File: src/rtl/usbls_tx_pkt_engine.sv
// usbls_tx_pkt_engine
//   Bit-level USB low/full-speed packet serialiser. Emits SYNC, PID, token
//   (addr/endp + CRC5), data payload (+ CRC16), zero-length data and
//   handshake packets with bit stuffing, NRZI and EOP. Also emits bare
//   keep-alive EOPs and bus reset (SE0 while make_reset is held).
// Ports:
//   clk, rst                 clock, async active-high reset
//   start/pkt_type/pid/tok_addr   packet request, latched when idle
//   data_valid/byte/last, data_ready   payload byte handshake
//   keep_alive, make_reset   bare EOP request / bus reset level
//   busy, done, err_underrun, err_overrun   status
//   dp_OUT, dn_OUT, dp_OE, dn_OE, EOP   pad drive
module usbls_tx_pkt_engine #(
  parameter int CLK_PER_BIT = 4,
  parameter int MAX_PAYLOAD = 8,
  parameter bit FULL_SPEED  = 1'b0
) (
  input  logic        clk,
  input  logic        rst,
  input  logic        start,
  input  logic [1:0]  pkt_type,
  input  logic [3:0]  pid,
  input  logic [10:0] tok_addr,
  input  logic        data_valid,
  input  logic [7:0]  data_byte,
  input  logic        data_last,
  output logic        data_ready,
  input  logic        keep_alive,
  input  logic        make_reset,
  output logic        busy,
  output logic        done,
  output logic        err_underrun,
  output logic        err_overrun,
  output logic        dp_OUT,
  output logic        dn_OUT,
  output logic        dp_OE,
  output logic        dn_OE,
  output logic        EOP
);
  localparam int CW  = (CLK_PER_BIT > 1) ? $clog2(CLK_PER_BIT) : 1;
  localparam int NBW = $clog2(MAX_PAYLOAD + 1);
  localparam logic [CW-1:0]  CNT_MAX = CW'(CLK_PER_BIT - 1);
  localparam logic [NBW-1:0] NB_MAX  = NBW'(MAX_PAYLOAD);
  localparam logic J_DP = FULL_SPEED;

  typedef enum logic [3:0] {
    S_IDLE, S_SYNC, S_PID, S_TOK, S_CRC5, S_DATA, S_CRC16, S_UNDR, S_EOP, S_RST
  } state_t;

  state_t          r_state, w_state;
  logic [CW-1:0]   r_cnt;
  logic [3:0]      r_idx, w_idx;
  logic [2:0]      r_ones, w_ones;
  logic            r_lvl, w_lvl;      // NRZI level, 1 = J
  logic            r_se0, w_se0;
  logic            r_oe, w_oe;
  logic            r_eop, w_eop;
  logic            r_done, w_done;
  logic            r_eu, w_eu;
  logic            r_eo, w_eo;
  logic [1:0]      r_type, w_type;
  logic [7:0]      r_pidb, w_pidb;
  logic [10:0]     r_tok, w_tok;
  logic [7:0]      r_byte, w_byte;
  logic [4:0]      r_crc5, w_crc5;
  logic [15:0]     r_crc16, w_crc16;
  logic [NBW-1:0]  r_nb, w_nb, w_nb1;
  logic            r_lastb, w_lastb;
  logic            r_ovr, w_ovr;
  logic            r_undr, w_undr;
  logic            w_tick, w_ready, w_bit, w_launch, w_count, w_fetch, w_stuffable;

  assign w_tick = (r_cnt == CNT_MAX);
  assign w_nb1  = r_nb + 1'b1;
  // Stuffing applies to every field after SYNC, and once more before EOP
  // when the last CRC bit completed a run of six ones.
  assign w_stuffable = (r_state inside {S_PID, S_TOK, S_CRC5, S_DATA, S_CRC16}) ||
                       (r_state == S_EOP && r_idx == 4'd0);

  always_comb begin
    w_state = r_state;  w_idx = r_idx;    w_ones = r_ones;  w_lvl = r_lvl;
    w_se0   = r_se0;    w_oe  = r_oe;     w_eop  = r_eop;
    w_done  = 1'b0;     w_eu  = 1'b0;     w_eo   = 1'b0;
    w_type  = r_type;   w_pidb = r_pidb;  w_tok  = r_tok;   w_byte = r_byte;
    w_crc5  = r_crc5;   w_crc16 = r_crc16; w_nb  = r_nb;    w_lastb = r_lastb;
    w_ovr   = r_ovr;    w_undr = r_undr;
    w_ready = 1'b0;     w_bit = 1'b1;     w_launch = 1'b0;  w_count = 1'b0;
    w_fetch = 1'b0;
    if (r_state == S_IDLE) begin
      w_ones = '0;
      if (start) begin
        w_state = S_SYNC;   w_idx = '0;
        w_type  = pkt_type; w_pidb = {~pid, pid}; w_tok = tok_addr;
        w_crc5  = '1;       w_crc16 = '1;
        w_nb    = '0;       w_lastb = 1'b0; w_ovr = 1'b0; w_undr = 1'b0;
      end else if (keep_alive) begin
        w_state = S_EOP;    w_idx = '0;
      end else if (make_reset) begin
        w_state = S_RST;
      end
    end else if (w_tick) begin
      if (w_stuffable && r_ones == 3'd6) begin
        // stuffed zero: field counters hold
        w_launch = 1'b1; w_bit = 1'b0; w_count = 1'b1;
      end else begin
        unique case (r_state)
          S_SYNC: begin
            w_launch = 1'b1; w_bit = (r_idx == 4'd7); w_idx = r_idx + 4'd1;
            if (r_idx == 4'd7) begin
              w_state = S_PID; w_idx = '0; w_ones = '0;
            end
          end
          S_PID: begin
            w_launch = 1'b1; w_count = 1'b1; w_bit = r_pidb[0];
            w_pidb = r_pidb >> 1; w_idx = r_idx + 4'd1;
            if (r_idx == 4'd7) begin
              w_idx = '0;
              unique case (r_type)
                2'd0: w_state = S_TOK;
                2'd1: w_fetch = 1'b1;
                2'd2: w_state = S_EOP;
                2'd3: w_state = S_CRC16;
              endcase
            end
          end
          S_TOK: begin
            w_launch = 1'b1; w_count = 1'b1; w_bit = r_tok[0];
            w_tok  = r_tok >> 1;
            w_crc5 = {r_crc5[3:0], 1'b0} ^ ((r_tok[0] ^ r_crc5[4]) ? 5'h05 : 5'h00);
            w_idx  = r_idx + 4'd1;
            if (r_idx == 4'd10) begin
              w_state = S_CRC5; w_idx = '0;
            end
          end
          S_CRC5: begin
            // remainder shifts out MSB first, complemented
            w_launch = 1'b1; w_count = 1'b1; w_bit = ~r_crc5[4];
            w_crc5 = {r_crc5[3:0], 1'b0}; w_idx = r_idx + 4'd1;
            if (r_idx == 4'd4) begin
              w_state = S_EOP; w_idx = '0;
            end
          end
          S_DATA: begin
            w_launch = 1'b1; w_count = 1'b1; w_bit = r_byte[0];
            w_byte  = r_byte >> 1;
            w_crc16 = {r_crc16[14:0], 1'b0} ^
                      ((r_byte[0] ^ r_crc16[15]) ? 16'h8005 : 16'h0000);
            w_idx = r_idx + 4'd1;
            if (r_idx == 4'd7) begin
              w_idx = '0;
              if (r_lastb) w_state = S_CRC16;
              else         w_fetch = 1'b1;
            end
          end
          S_CRC16: begin
            w_launch = 1'b1; w_count = 1'b1; w_bit = ~r_crc16[15];
            w_crc16 = {r_crc16[14:0], 1'b0}; w_idx = r_idx + 4'd1;
            if (r_idx == 4'd15) begin
              w_state = S_EOP; w_idx = '0;
            end
          end
          S_UNDR: begin
            // deliberate unstuffed ones: receiver sees a bit-stuff error
            w_launch = 1'b1; w_bit = 1'b1; w_ones = '0; w_idx = r_idx + 4'd1;
            if (r_idx == 4'd7) begin
              w_state = S_EOP; w_idx = '0; w_undr = 1'b1;
            end
          end
          S_EOP: begin
            w_idx = r_idx + 4'd1;
            unique case (r_idx)
              4'd0: begin
                w_se0 = 1'b1; w_eop = 1'b1; w_oe = 1'b1;
                w_eu  = r_undr; w_undr = 1'b0;
              end
              4'd1: ;
              4'd2: begin
                w_se0 = 1'b0; w_eop = 1'b0; w_lvl = 1'b1;
              end
              default: begin
                w_oe = 1'b0; w_done = 1'b1; w_eo = r_ovr; w_ovr = 1'b0;
                w_state = S_IDLE; w_idx = '0;
              end
            endcase
          end
          S_RST: begin
            w_oe = 1'b1;
            if (make_reset) begin
              w_se0 = 1'b1;
            end else begin
              // one J bit, then finish through the EOP tail
              w_se0 = 1'b0; w_lvl = 1'b1; w_state = S_EOP; w_idx = 4'd3;
            end
          end
          default: ;
        endcase
      end

      if (w_launch) begin
        w_se0 = 1'b0; w_eop = 1'b0; w_oe = 1'b1;
        if (!w_bit)  w_lvl  = ~r_lvl;
        if (w_count) w_ones = w_bit ? r_ones + 3'd1 : 3'd0;
      end

      // next byte is taken on the tick that launches the previous last bit
      if (w_fetch) begin
        w_idx = '0;
        if (data_valid) begin
          w_ready = 1'b1;
          w_byte  = data_byte;
          w_nb    = w_nb1;
          w_lastb = data_last || (w_nb1 == NB_MAX);
          w_ovr   = !data_last && (w_nb1 == NB_MAX);
          w_state = S_DATA;
        end else begin
          w_state = S_UNDR;
        end
      end
    end
  end

  always_ff @(posedge clk or posedge rst) begin
    if (rst) begin
      r_state <= S_IDLE; r_cnt <= '0;  r_idx <= '0;  r_ones <= '0;
      r_lvl   <= 1'b1;   r_se0 <= 1'b0; r_oe <= 1'b0; r_eop <= 1'b0;
      r_done  <= 1'b0;   r_eu  <= 1'b0; r_eo <= 1'b0;
      r_type  <= '0;     r_pidb <= '0;  r_tok <= '0;  r_byte <= '0;
      r_crc5  <= '1;     r_crc16 <= '1; r_nb <= '0;
      r_lastb <= 1'b0;   r_ovr <= 1'b0; r_undr <= 1'b0;
    end else begin
      r_cnt   <= w_tick ? '0 : r_cnt + 1'b1;
      r_state <= w_state; r_idx <= w_idx; r_ones <= w_ones; r_lvl <= w_lvl;
      r_se0   <= w_se0;   r_oe  <= w_oe;  r_eop  <= w_eop;
      r_done  <= w_done;  r_eu  <= w_eu;  r_eo   <= w_eo;
      r_type  <= w_type;  r_pidb <= w_pidb; r_tok <= w_tok; r_byte <= w_byte;
      r_crc5  <= w_crc5;  r_crc16 <= w_crc16; r_nb <= w_nb;
      r_lastb <= w_lastb; r_ovr <= w_ovr; r_undr <= w_undr;
    end
  end

  assign data_ready   = w_ready;
  assign busy         = (r_state != S_IDLE);
  assign done         = r_done;
  assign err_underrun = r_eu;
  assign err_overrun  = r_eo;
  assign dp_OE        = r_oe;
  assign dn_OE        = r_oe;
  assign EOP          = r_eop;
  assign dp_OUT       = !r_se0 && (r_lvl ? J_DP : !J_DP);
  assign dn_OUT       = !r_se0 && (r_lvl ? !J_DP : J_DP);
endmodule

File: config.mk
export PLATFORM = sky130hd
export DESIGN_NAME = usbls_tx_pkt_engine
export DESIGN_NICKNAME = d
export VERILOG_FILES = /design/src/rtl/usbls_tx_pkt_engine.sv
export SDC_FILE = /design/constraint.sdc
export NUM_CORES = 1
export LEC_CHECK = 0
export CORE_MARGIN = 4
export CORE_UTILIZATION = 50
export DETAILED_ROUTE_END_ITERATION = 10
export HOLD_SLACK_MARGIN = 0.15
export PLACE_DENSITY = 0.78
export SETUP_SLACK_MARGIN = 0.5
export SLEW_MARGIN = 10
export SYNTH_ARGS = -nofsm -noshare
export SYNTH_HDL_FRONTEND = slang
export SYNTH_SLANG_ARGS = --single-unit
File: constraint.sdc
create_clock -name clk -period 3.2 [get_ports clk]
set_input_delay 0.64 -clock clk [delete_from_list [all_inputs] [get_ports clk]]
set_output_delay 0.64 -clock clk [all_outputs]
set_load 0.03 [all_outputs]
==> results.py <==
metrics = {
    "run_status": {
        "status": "finished clean",
    },
    "critical_path": {
        "cp.required_ns": 2.56,
        "arrival_ns": 2.04,
        "endpoint_kind": "output port",
        "start_kind": "register",
        "crit_type": "register to output port",
        "cp_max_fo": 8,
    },
    "yosys": {
        "avgSynthCellArea_um2": 8.558,
        "synth_ff_type": "dfrtp_1",
        "syn-num-nets": 551,
        "synthArstFlopShare": 1.000,
        "yosysWarnings": 0,
        "synth_cell_types": 71,
        "ys_seq_elements": 77,
        "seq_area_frac_synth": 0.4469,
        "syn_inst": 511,
        "synth-edff-count": 0,
        "syn-cell-area_um2": 4373,
    },
    "clocking": {
        "clockBufferDepth": 2,
        "numCtsBuffers": 9,
        "path_clk_slew_ns": 0.09,
        "clk_latency_ns": 0.36,
        "ctsHoldBuffers": 0,
        "clkSinkCount": 77,
        "h-tree-depth": 3,
        "cts_tree": "done",
        "cts-root-buf": "clkbuf_8",
    },
    "floorplan": {
        "die_area_um2": 10310,
        "start_util": 0.5217,
        "die_w_um": 101.5,
        "io_pins": 42,
        "rows": 33,
        "die_h_um": 101.5,
        "core_um2": 8382,
    },
    "detailed_routing": {
        "drc": 0,
        "routedWlPerCell_um": 16.31,
        "totalWireLength_um": 10960,
        "route.antenna.remaining_nets": 0,
        "vias_per_cell": 5.853,
        "drt_iter0_markers": 344,
        "drtPass1Iterations": 5,
        "vias": 3933,
    },
    "final_layout": {
        "syn_to_final_growth_pct": 19.66,
        "mostFrequentLayoutCell": "nand2_1",
        "layout-drive-gt1-share": 0.1781,
        "final_area_um2": 5233,
        "mostFrequentLayoutCells": "nand2_1, nor2_1, dfrtp_1",
        "antennaDiodeCount": 0,
        "nets": 602,
    },
    "pwr": {
        "p_total_mw": 4.736,
        "p_leak_nw": 2.228,
        "power_density_nw_per_um2": 905.2,
        "ir_drop_uv": 392.3,
    },
    "flow_run": {
        "drv_cap": 0,
    },
    "global_route": {
        "grt_pass1_vias": 3811,
        "antenna_found_initial": 0,
        "gr-total-overflow": 0,
        "track_usage": 0.2229,
        "grt_pass1_wl_um": 18150,
        "grt_max_degree": 47,
    },
    "sta": {
        "tightest_slew_ns": 0.8035,
        "slew_violations": 0,
        "rsz0062_at_grt": "yes",
        "setup_tns_ns": 0,
        "setup_viol": 0,
        "hold_ws_ns": 0.4328,
        "fin_crit_sh": 0.8386,
        "skew_ns": 0.01136,
        "finalHoldViolations": 0,
        "min_period_ns": 2.683,
        "slew_headroom": 0.4568,
        "max_freq_mhz": 372.7,
    },
    "hold_path": {
        "hold_class": "register to register",
    },
    "placement": {
        "hpwl_um": 7564,
        "placed_area_um2": 4905,
        "gp_congestion": 0.9880,
        "portBuffers": 41,
    },
}
[power breakdown]
group	switching [mW]	leakage (nW)	total (mW)	internal (mW)
Clock	0.372	0.0987	0.728	0.356
Sequential	0.260	0.884	1.67	1.41
Combinational	1.37	1.25	2.34	0.977
[per-layer routing]
metal	vias to the layer above	track usage	wire length, um
li1	1876	-	-
met1	1901	0.2918	4867
met2	130	0.3597	5188
met3	26	0.04890	613
met4	0	0.09100	290
met5	-	0	0
[kinds of logic after synthesis]
kind of cell | share of synthesized area
XOR/XNOR | 0.01602
adder cells (fa/ha/maj) | 0.02289
AND/OR/NAND/NOR | 0.2197
buffers and inverters | 0.04806
multiplexers | 0.02461
flip-flops | 0.4469
AO/OA/AOI/OAI | 0.2217
[final timing paths]
check	startpoint	cells past startpoint	slack [ns]	end
min	r_cnt[0]	1	0.43	r_cnt[0]
max in group asynchronous	rst	3	2.01	r_state[1]
min in group asynchronous	rst	3	0.70	r_ones[2]
max	r_state[1]	5	0.52	data_ready
max reg2reg	r_state[0]	7	0.58	r_idx[3]
min reg2reg	r_cnt[0]	1	0.43	r_cnt[0]
[repair_timing]
action	in CTS	in global routing
endpoints found under the setup margin	2	4
setup buffers	4	9
resized for setup	16	4
pin swaps	1	5
[per-stage QoR]
stage / worst slack (ns) / instances / util
detailed placement: 0.2880 / 643 / 0.5852
global placement: 0.3310 / 643 / 0.5852
floorplan: 0.6297 / 511 / -
CTS: 0.5126 / 663 / 0.6149
global route: 0.4551 / 672 / 0.6243
finish: 0.5166 / 672 / 0.6243
[sequential cells by signal (all words and copies together) (netlist names), 2 cells and up]
register and flops:
r_crc16 16, r_tok 11, r_byte 8, r_pidb 8
r_crc5 5, r_idx 4, r_nb 4, r_state 4
r_ones 3, r_cnt 2, r_type 2
[cell usage after synthesis (all sizes together), types with 8 or more instances]
cell,n,share of area
dfstp,22,0.13
a21oi,26,0.031
a31oi,10,0.014
dfrtp,55,0.31
nand2b,8,0.011
inv,16,0.014
o22ai,10,0.014
clkbuf,16,0.014
nor2,73,0.063
ha,8,0.023
buf,16,0.020
o21ai,57,0.071
nand3,8,0.010
nand2,86,0.074
[area by class of cell]
type | instances | area [um^2]
fillers | 720 | 3149
clock inverters | 7 | 66.31
repair buffers | 72 | 643.1
well taps | 105 | 131.4
flip-flops and latches | 77 | 1958
inverters | 16 | 60.06
multi-input cells | 386 | 2250
clock buffers | 9 | 123.9
[worst max-delay path, stage by stage (launching register included)]
cell and delay [ns]:
dfrtp_2 0.47, or4b_4 0.57, o32a_4 0.26, o21ai_4 0.20, nor2_4 0.06, buf_6 0.14
No activity file was read; power rests on OpenSTA's default activity.
